File: src/rtl/pipeline_hazard_ctrl.sv
// Stall/flush sequencer for the 5-stage pipeline. Control outputs are combinational from the FSM state
// and the current hazard inputs, so negedge pipeline registers see them in the same cycle.
module pipeline_hazard_ctrl #(
    parameter int TRAP_DRAIN = 2,
    parameter int CNT_W      = 32
) (
    input  logic             clk,
    input  logic             rst_n,
    input  logic [4:0]       id_rs1addr,
    input  logic [4:0]       id_rs2addr,
    input  logic             id_rs1_use,
    input  logic             id_rs2_use,
    input  logic [4:0]       ex_rwaddr,
    input  logic             ex_memReadWen,
    input  logic             ex_redirect,
    input  logic             ex_trap,
    input  logic             ex_busy,
    input  logic             mem_req,
    input  logic             mem_ready,
    output logic             pc_hold,
    output logic             if_id_bubble,
    output logic             if_id_flush,
    output logic             id_ex_bubble,
    output logic             id_ex_flush,
    output logic             ex_mem_bubble,
    output logic             ex_mem_flush,
    output logic [1:0]       state_o,
    output logic [CNT_W-1:0] stall_cnt,
    output logic [CNT_W-1:0] flush_cnt
);

    localparam logic [1:0] ST_RUN      = 2'b00;
    localparam logic [1:0] ST_MEM_WAIT = 2'b01;
    localparam logic [1:0] ST_DRAIN    = 2'b10;

    // Control vector order: {pc_hold, if_id_bubble, if_id_flush, id_ex_bubble, id_ex_flush,
    //                        ex_mem_bubble, ex_mem_flush}
    localparam logic [6:0] CTL_NONE  = 7'b000_0000;
    localparam logic [6:0] CTL_HOLD  = 7'b110_1010;
    localparam logic [6:0] CTL_FLUSH = 7'b001_0100;
    localparam logic [6:0] CTL_BUSY  = 7'b110_1001;
    localparam logic [6:0] CTL_LDUSE = 7'b110_0100;

    localparam int              DRAIN_W    = (TRAP_DRAIN > 2) ? $clog2(TRAP_DRAIN) : 1;
    localparam logic [DRAIN_W-1:0] DRAIN_INIT = DRAIN_W'(TRAP_DRAIN - 1);
    localparam logic [DRAIN_W-1:0] DRAIN_ONE  = DRAIN_W'(1);
    localparam logic [DRAIN_W-1:0] DRAIN_ZERO = '0;

    logic [1:0]         state_reg;
    logic [1:0]         state_next;
    logic [DRAIN_W-1:0] drain_reg;
    logic [DRAIN_W-1:0] drain_next;
    logic [CNT_W-1:0]   stall_cnt_reg;
    logic [CNT_W-1:0]   flush_cnt_reg;

    logic       rs1_hit;
    logic       rs2_hit;
    logic       load_use;
    logic       mem_stall;
    logic [6:0] ev_ctl;
    logic [1:0] ev_state;
    logic [DRAIN_W-1:0] ev_drain;
    logic [6:0] ctl;

    assign rs1_hit   = id_rs1_use && (id_rs1addr == ex_rwaddr);
    assign rs2_hit   = id_rs2_use && (id_rs2addr == ex_rwaddr);
    assign load_use  = ex_memReadWen && (ex_rwaddr != 5'd0) && (rs1_hit || rs2_hit);
    assign mem_stall = mem_req && !mem_ready;

    // Priority cases below the memory stall; shared by RUN and the release cycle of MEM_WAIT so a
    // trap or redirect parked in EX during a memory wait is acted on as soon as memory completes.
    always_comb begin
        ev_ctl   = CTL_NONE;
        ev_state = ST_RUN;
        ev_drain = DRAIN_ZERO;
        if (ex_trap) begin
            ev_ctl = CTL_FLUSH;
            if (TRAP_DRAIN > 1) begin
                ev_state = ST_DRAIN;
                ev_drain = DRAIN_INIT;
            end
        end else if (ex_redirect) begin
            ev_ctl = CTL_FLUSH;
        end else if (ex_busy) begin
            ev_ctl = CTL_BUSY;
        end else if (load_use) begin
            ev_ctl = CTL_LDUSE;
        end
    end

    always_comb begin
        ctl        = CTL_NONE;
        state_next = state_reg;
        drain_next = drain_reg;
        case (state_reg)
            ST_RUN: begin
                if (mem_stall) begin
                    ctl        = CTL_HOLD;
                    state_next = ST_MEM_WAIT;
                end else begin
                    ctl        = ev_ctl;
                    state_next = ev_state;
                    drain_next = ev_drain;
                end
            end
            ST_MEM_WAIT: begin
                if (!mem_ready) begin
                    ctl = CTL_HOLD;
                end else begin
                    ctl        = ev_ctl;
                    state_next = ev_state;
                    drain_next = ev_drain;
                end
            end
            ST_DRAIN: begin
                // A memory stall freezes the drain; a new trap here is ignored since ID/EX is being cleared.
                if (mem_stall) begin
                    ctl = CTL_HOLD;
                end else begin
                    ctl = CTL_FLUSH;
                    if (drain_reg <= DRAIN_ONE) begin
                        state_next = ST_RUN;
                        drain_next = DRAIN_ZERO;
                    end else begin
                        drain_next = drain_reg - DRAIN_ONE;
                    end
                end
            end
            default: begin
                state_next = ST_RUN;
                drain_next = DRAIN_ZERO;
            end
        endcase
    end

    always_ff @(posedge clk) begin
        if (!rst_n) begin
            state_reg     <= ST_RUN;
            drain_reg     <= DRAIN_ZERO;
            stall_cnt_reg <= '0;
            flush_cnt_reg <= '0;
        end else begin
            state_reg <= state_next;
            drain_reg <= drain_next;
            if (ctl[6]) begin
                stall_cnt_reg <= stall_cnt_reg + CNT_W'(1);
            end
            if (ctl[2]) begin
                flush_cnt_reg <= flush_cnt_reg + CNT_W'(1);
            end
        end
    end

    assign pc_hold       = ctl[6];
    assign if_id_bubble  = ctl[5];
    assign if_id_flush   = ctl[4];
    assign id_ex_bubble  = ctl[3];
    assign id_ex_flush   = ctl[2];
    assign ex_mem_bubble = ctl[1];
    assign ex_mem_flush  = ctl[0];
    assign state_o       = state_reg;
    assign stall_cnt     = stall_cnt_reg;
    assign flush_cnt     = flush_cnt_reg;

endmodule
File: config.mk
export PLATFORM = sky130hd
export DESIGN_NAME = pipeline_hazard_ctrl
export DESIGN_NICKNAME = d
export VERILOG_FILES = /design/src/rtl/pipeline_hazard_ctrl.sv
export SDC_FILE = /design/constraint.sdc
export NUM_CORES = 1
export LEC_CHECK = 0
export CAP_MARGIN = 30
export CORE_MARGIN = 4
export CORE_UTILIZATION = 45
export CTS_BUF_LIST = sky130_fd_sc_hd__clkbuf_4 sky130_fd_sc_hd__clkbuf_8
export CTS_CLUSTER_DIAMETER = 40
export DETAILED_ROUTE_END_ITERATION = 12
export PLACE_DENSITY_LB_ADDON = 0.15
export SLEW_MARGIN = 20
export SYNTH_ARGS = -nofsm -noshare
export SYNTH_HDL_FRONTEND = slang
export SYNTH_SLANG_ARGS = --single-unit
File: constraint.sdc
create_clock -name clk -period 3.4 [get_ports clk]
set_clock_uncertainty 0.05 [all_clocks]
set_input_delay 1.02 -clock clk [delete_from_list [all_inputs] [get_ports clk]]
set_output_delay 1.02 -clock clk [all_outputs]
set_load 0.02 [all_outputs]
==> results.json, run 1 <==
{
  "grt_pass1_vias": 3445,
  "synth_top_family_by_area": "simple AND/OR/NAND/NOR gates",
  "initial_core_util": 0.471,
  "final_cell_area_um2": 4980,
  "worst_path_largest_cell_delay_ps": 380,
  "end_kind": "primary output",
  "muxShareOfSynthArea": 0.00574,
  "synthXorXnorAreaFrac": 0.0326,
  "viasPerCell": 5.78,
  "fmax_ghz": 0.295,
  "critPathArrivalTime_ps": 2310,
  "crit_path_max_fanout": 3,
  "antenna_found_initial": 0,
  "die_w_um": 96.0,
  "synth-edff-count": 0,
  "leakage_nw": 1.65,
  "dr.first_iter.drc_count": 162,
  "period_minus_slack_ps": 3380,
  "vias": 3729,
  "max_slew_margin": 0.641,
  "clk_pin_slew_worst_paths_ps": 70,
  "finalSetupTns_ps": 0,
  "clkSinkCount": 66,
  "status": "complete, no violations",
  "max-cap-violations": 0,
  "num_antenna_cells": 0,
  "hold_viol_final": 0,
  "die_h_um": 96.0,
  "fin_hold_ws_ps": 443,
  "final_cell_count_no_fill": 645,
  "numCtsBuffers": 9,
  "ys_async_sr_fraction": 0,
  "synthAdderAreaFrac": 0.00717,
  "die_area_um2": 9220,
  "drive_gt1_frac": 0.136,
  "grt_pass1_wl_mm": 16.1,
  "placed_cells": 627,
  "port_buffers": 97,
  "min_period_over_period": 0.996,
  "crit_chain": "dlygate4sd2_1, buf_4, nor2_1, nor2_1, buf_4, nor3_1, dlygate4sd2_1",
  "synth_sequential_area_ratio": 0.379,
  "track_usage": 0.215,
  "avgSynthCellArea_um2": 8.13,
  "hpwlAfterDp_mm": 6.91,
  "ys_seq_elements": 66,
  "overflow": 0,
  "cp-start-kind": "input port",
  "worstSetupPathType": "input port to primary output",
  "netlist_area_um2": 3490,
  "wl_per_cell_um": 15.4,
  "final-setup-viol-count": 0,
  "coreArea_um2": 7410,
  "grt_max_degree": 39,
  "ir_worst_vdd_mv": 0.217,
  "cp_slowest_cell": "dlygate4sd2_1",
  "first_pass_iters": 5,
  "slew_viol_final": 0,
  "synth_simple_gate_area_frac": 0.291,
  "place.gp.congestion": 0.821,
  "htreeDepth": 3,
  "cts_tree": "yes",
  "syn2layout_area_growth_pct": 42.6,
  "worst_pin_slew_ps": 535,
  "synthFlopType": "dfxtp_1",
  "drc": 0,
  "cts-root-buf": "clkbuf_8",
  "synth_compound_area_frac": 0.234,
  "placed_area_um2": 4700,
  "synth_cells": 429,
  "clockBufferDepth": 2,
  "power.density_nw_per_um2": 340,
  "antenna_left": 0,
  "clock_latency_ps": 340,
  "io_pins": 98,
  "wl_mm": 9.92,
  "num_rows": 31,
  "synth_fp_nets": 456,
  "synth_cell_types": 49,
  "yosysWarnings": 0,
  "cp.required_ps": 2330,
  "nets": 569,
  "hold_class": "register to register"
}
worst paths after layout:
path                           endpoint  cells past startpoint                  startpoint  slack (ps)
min reg2reg  flush_cnt[31]$_SDFFE_PN0P_                      2  flush_cnt[31]$_SDFFE_PN0P_         440
max reg2reg  stall_cnt[26]$_SDFFE_PN0P_                      5   stall_cnt[3]$_SDFFE_PN0P_        1060
min          flush_cnt[31]$_SDFFE_PN0P_                      2  flush_cnt[31]$_SDFFE_PN0P_         440
max                        ex_mem_flush                      7                     mem_req          20
cell usage after synthesis (all sizes together), types with 12 or more instances:
library cell | number | area (um2)
inv | 15 | 56.3
clkbuf | 13 | 51.3
a21oi | 61 | 313
nand2 | 27 | 101
dfxtp | 66 | 1320
nand4 | 18 | 134
o21ai | 33 | 169
nor2 | 18 | 67.6
nand3 | 20 | 100
or3 | 35 | 219
buf | 12 | 67.6
o31ai | 23 | 173
or4 | 24 | 180
power breakdown:
| part | switching [mW] | internal, mW | total, mW |
|---|---|---|---|
| sequential | 0.0166 | 0.782 | 0.799 |
| clock | 0.301 | 0.375 | 0.675 |
| combinational | 0.113 | 0.107 | 0.220 |
| total | 0.430 | 1.26 | 1.69 |
worst max-delay path, delay by kind of cell:
family	cells	cell delay, ps
buffers and inverters	4	950
AND/OR/NAND/NOR	3	350
cells by family after synthesis:
kind of cell               count (synthesis)
adders and majority gates                  2
xor gates and xnor gates                  13
buffers and inverters                     40
AOI/OAI and AO/OA                        134
and+or+nand+nor                          172
DFF                                       66
muxes                                      2
what timing repair did:
item,CTS,global route
hold buffers,0,0
resized for setup,51,14
setup buffers,2,1
pin swaps,11,11
endpoints found under the hold margin,0,0
endpoints found under the setup margin,7,5
final cells by class:
cell class                 instances  area, um2
tap                               99        124
clock buffer                      11        151
fill                             628       2430
clock inverter                     4       51.3
multi-input combinational        323       2060
sequential                        66       1320
timing repair buffer             127       1210
inverter                          15       56.3
through the flow:
| stage | util | total power [mW] | worst slack (ps) |
|---|---|---|---|
| 3_3_place_gp | 0.635 | 1.02 | -688 |
| 5_1_grt | 0.672 | 1.75 | -57.1 |
| 3_5_place_dp | 0.635 | 1.03 | -726 |
| 6_report | 0.672 | 1.69 | 15.3 |
| 4_1_cts | 0.668 | 1.70 | 1.10 |
| 2_1_floorplan | - | 0.921 | -123 |
cells in the final DEF (no fill, tap or decap), types with 3 or more instances in the layout:
master and instances:
clkdlybuf4s50_1 71, dfxtp_1 66, a21oi_1 59, or3_1 35, o21ai_0 31, buf_4 28, nand2_1 27, o31ai_1 23
or4_1 23, nand3_1 20, nor2_1 18, nand4_1 16, inv_1 12, clkbuf_8 11, xnor2_1 10, dlymetal6s2s_1 9
nor3_1 7, dlygate4sd2_1 7, and4_1 5, o21a_1 4, inv_2 3, and2_1 3, nor4_1 3, buf_2 3
buf_6 3
layer usage:
layer / global-route usage / part of all wire / vias up
met5: 0 / 0 / -
met4: 0.0616 / 0.0079 / 0
met3: 0.0477 / 0.058 / 10
met2: 0.360 / 0.49 / 101
met1: 0.278 / 0.44 / 1767
li1: - / - / 1851
(Power assumes the default switching activity.)
==> run 2, diff against run 1 <==
--- a/config.mk
+++ b/config.mk
@@ -5,12 +5,12 @@
 export SDC_FILE = /design/constraint.sdc
 export NUM_CORES = 1
 export LEC_CHECK = 0
-export CAP_MARGIN = 30
 export CORE_MARGIN = 4
-export CORE_UTILIZATION = 45
+export CORE_UTILIZATION = 49
 export CTS_BUF_LIST = sky130_fd_sc_hd__clkbuf_4 sky130_fd_sc_hd__clkbuf_8
 export CTS_CLUSTER_DIAMETER = 40
 export DETAILED_ROUTE_END_ITERATION = 12
+export GPL_TIMING_DRIVEN = 0
 export PLACE_DENSITY_LB_ADDON = 0.15
 export SLEW_MARGIN = 20
 export SYNTH_ARGS = -nofsm -noshare
==> constraint.sdc (replaced) <==
create_clock -name clk -period 3.7 [get_ports clk]
set_clock_uncertainty 0.05 [all_clocks]
set_input_delay 1.11 -clock clk [delete_from_list [all_inputs] [get_ports clk]]
set_output_delay 1.11 -clock clk [all_outputs]
set_load 0.02 [all_outputs]
==> run 2 against run 1 <==
  * Sequential power decreased by 8.5%
  * Combinational power shrank 12%
  * Power shrank 5.2%
  * Sequential cell count did not move
  * Worst setup slack improved by 22 ps
  * Global-route usage up 3.0 points
  * First-iteration DRC count up 23%
  * Worst hold slack worse by 5.3 ps
  * Sequential share of layout area increased by 0.55 points
  * Register-to-register slack better by 140 ps
  * Largest cell class unchanged
==> results.json, run 2 (synthesis gave the netlist of run 1 again) <==
{
  "p_total_mw": 1.61,
  "clock_latency_ps": 340,
  "dr.first_iter.drc_count": 199,
  "drive_gt1_frac": 0.118,
  "placed_cells": 622,
  "cts_tree": "yes",
  "slew_viol_final": 0,
  "first_pass_iters": 5,
  "max-cap-violations": 0,
  "critPathArrivalTime_ps": 2500,
  "antenna_left": 0,
  "final_cell_count_no_fill": 646,
  "setup_ws_ps": 37.1,
  "nets": 572,
  "cts-root-buf": "clkbuf_8",
  "wl_mm": 10.5,
  "grt_pass1_wl_mm": 17.1,
  "min_from": "flush_cnt[31]$_SDFFE_PN0P_",
  "drc": 0,
  "post-place-ws_ps": -1190,
  "clk_pin_slew_worst_paths_ps": 80,
  "n_fill_cell": 582,
  "clkSinkCount": 66,
  "hold_depth": 2,
  "hold_buffers": 0,
  "htreeDepth": 3,
  "die_area_um2": 8530,
  "min_period_over_period": 0.990,
  "ir_worst_vdd_mv": 0.244,
  "numCtsBuffers": 9,
  "hpwlAfterDp_mm": 7.45,
  "worst_pin_slew_ps": 765,
  "finalSetupTns_ps": 0,
  "final_cell_area_um2": 4870,
  "io_pins": 98,
  "reg2reg_to": "flush_cnt[15]$_SDFFE_PN0P_",
  "layout_commonest_cell": "clkdlybuf4s50_1",
  "cp-start-kind": "input port",
  "reg2reg_depth": 7,
  "overflow": 0,
  "die_w_um": 92.4,
  "wl_per_cell_um": 16.2,
  "initial_core_util": 0.508,
  "crit_path_max_fanout": 3,
  "final-setup-viol-count": 0,
  "rrSetupSlack_ps": 1200,
  "post-route-util": 0.710,
  "clockBufferDepth": 2,
  "worstSetupPathType": "input port to primary output",
  "syn2layout_area_growth_pct": 39.7,
  "viasPerCell": 6.01,
  "r2r-start": "flush_cnt[3]$_SDFFE_PN0P_",
  "grt_max_degree": 19,
  "fmax_ghz": 0.273,
  "power.density_nw_per_um2": 329,
  "cp.required_ps": 2540,
  "vias": 3881,
  "placed_area_um2": 4590,
  "period_minus_slack_ps": 3660,
  "end_kind": "primary output",
  "num_antenna_cells": 0,
  "grt_pass1_vias": 3724,
  "fin_hold_ws_ps": 438,
  "status": "complete, no violations",
  "leakage_nw": 1.53,
  "place.gp.congestion": 0.873,
  "port_buffers": 97,
  "track_usage": 0.245,
  "hold_class": "register to register",
  "seqCellArea_um2": 1320,
  "hold_viol_final": 0,
  "multi_input_area_um2": 2030,
  "antenna_found_initial": 0,
  "max_slew_margin": 0.490,
  "coreArea_um2": 6870,
  "min_to": "flush_cnt[31]$_SDFFE_PN0P_",
  "num_rows": 30,
  "most-common-layout-cells": "clkdlybuf4s50_1, dfxtp_1, a21oi_1, or3_1, o21ai_0",
  "die_h_um": 92.4
}
-- run 2: cell type report --
cell class	instances	share of cell area
clock inverters	5	0.0159
multi-input cells	323	0.417
plain buffers	22	0.0216
flip-flops and latches	66	0.271
repair buffers	108	0.208
well taps	96	0.0246
clock buffers	11	0.0298
inverters	15	0.0116
-- run 2: routing by layer --
layer | up-vias | GRT usage | wire (um)
li1 | 1871 | - | -
met1 | 1841 | 0.291 | 4230
met2 | 144 | 0.419 | 5360
met3 | 25 | 0.0471 | 643
met4 | 0 | 0.129 | 255
met5 | - | 0 | 0
-- run 2: critical path: stages --
cell,delay [ps]
buf_6,100
or4_4,550
o21ai_2,150
nor4_1,80
a21oi_2,200
buf_6,130
inv_1,30
buf_4,140
-- run 2: power by group --
group	internal (mW)	switching, mW
sequential	0.719	0.0121
clock	0.403	0.278
combinational	0.0869	0.106
-- run 2: timing repair --
action,CTS,global route
pin swaps,20,5
buffers inserted,9,2
cloned,0,0
endpoints found under the setup margin,7,3
gates resized for setup,62,4
endpoints found under the hold margin,0,0
-- run 2: how the worst max path moves through the flow --
stage                   endpoint  slack (ps)    startpoint  depth (start not counted)
finish               id_ex_flush          40  ex_rwaddr[4]                          8
global route         id_ex_flush         -20  ex_rwaddr[4]                          8
CTS                 if_id_bubble          10  ex_rwaddr[1]                          8
detailed placement   id_ex_flush       -1190  ex_rwaddr[0]                          9
floorplan                pc_hold         -30  ex_rwaddr[0]                          6
global placement     id_ex_flush       -1170  ex_rwaddr[0]                          9
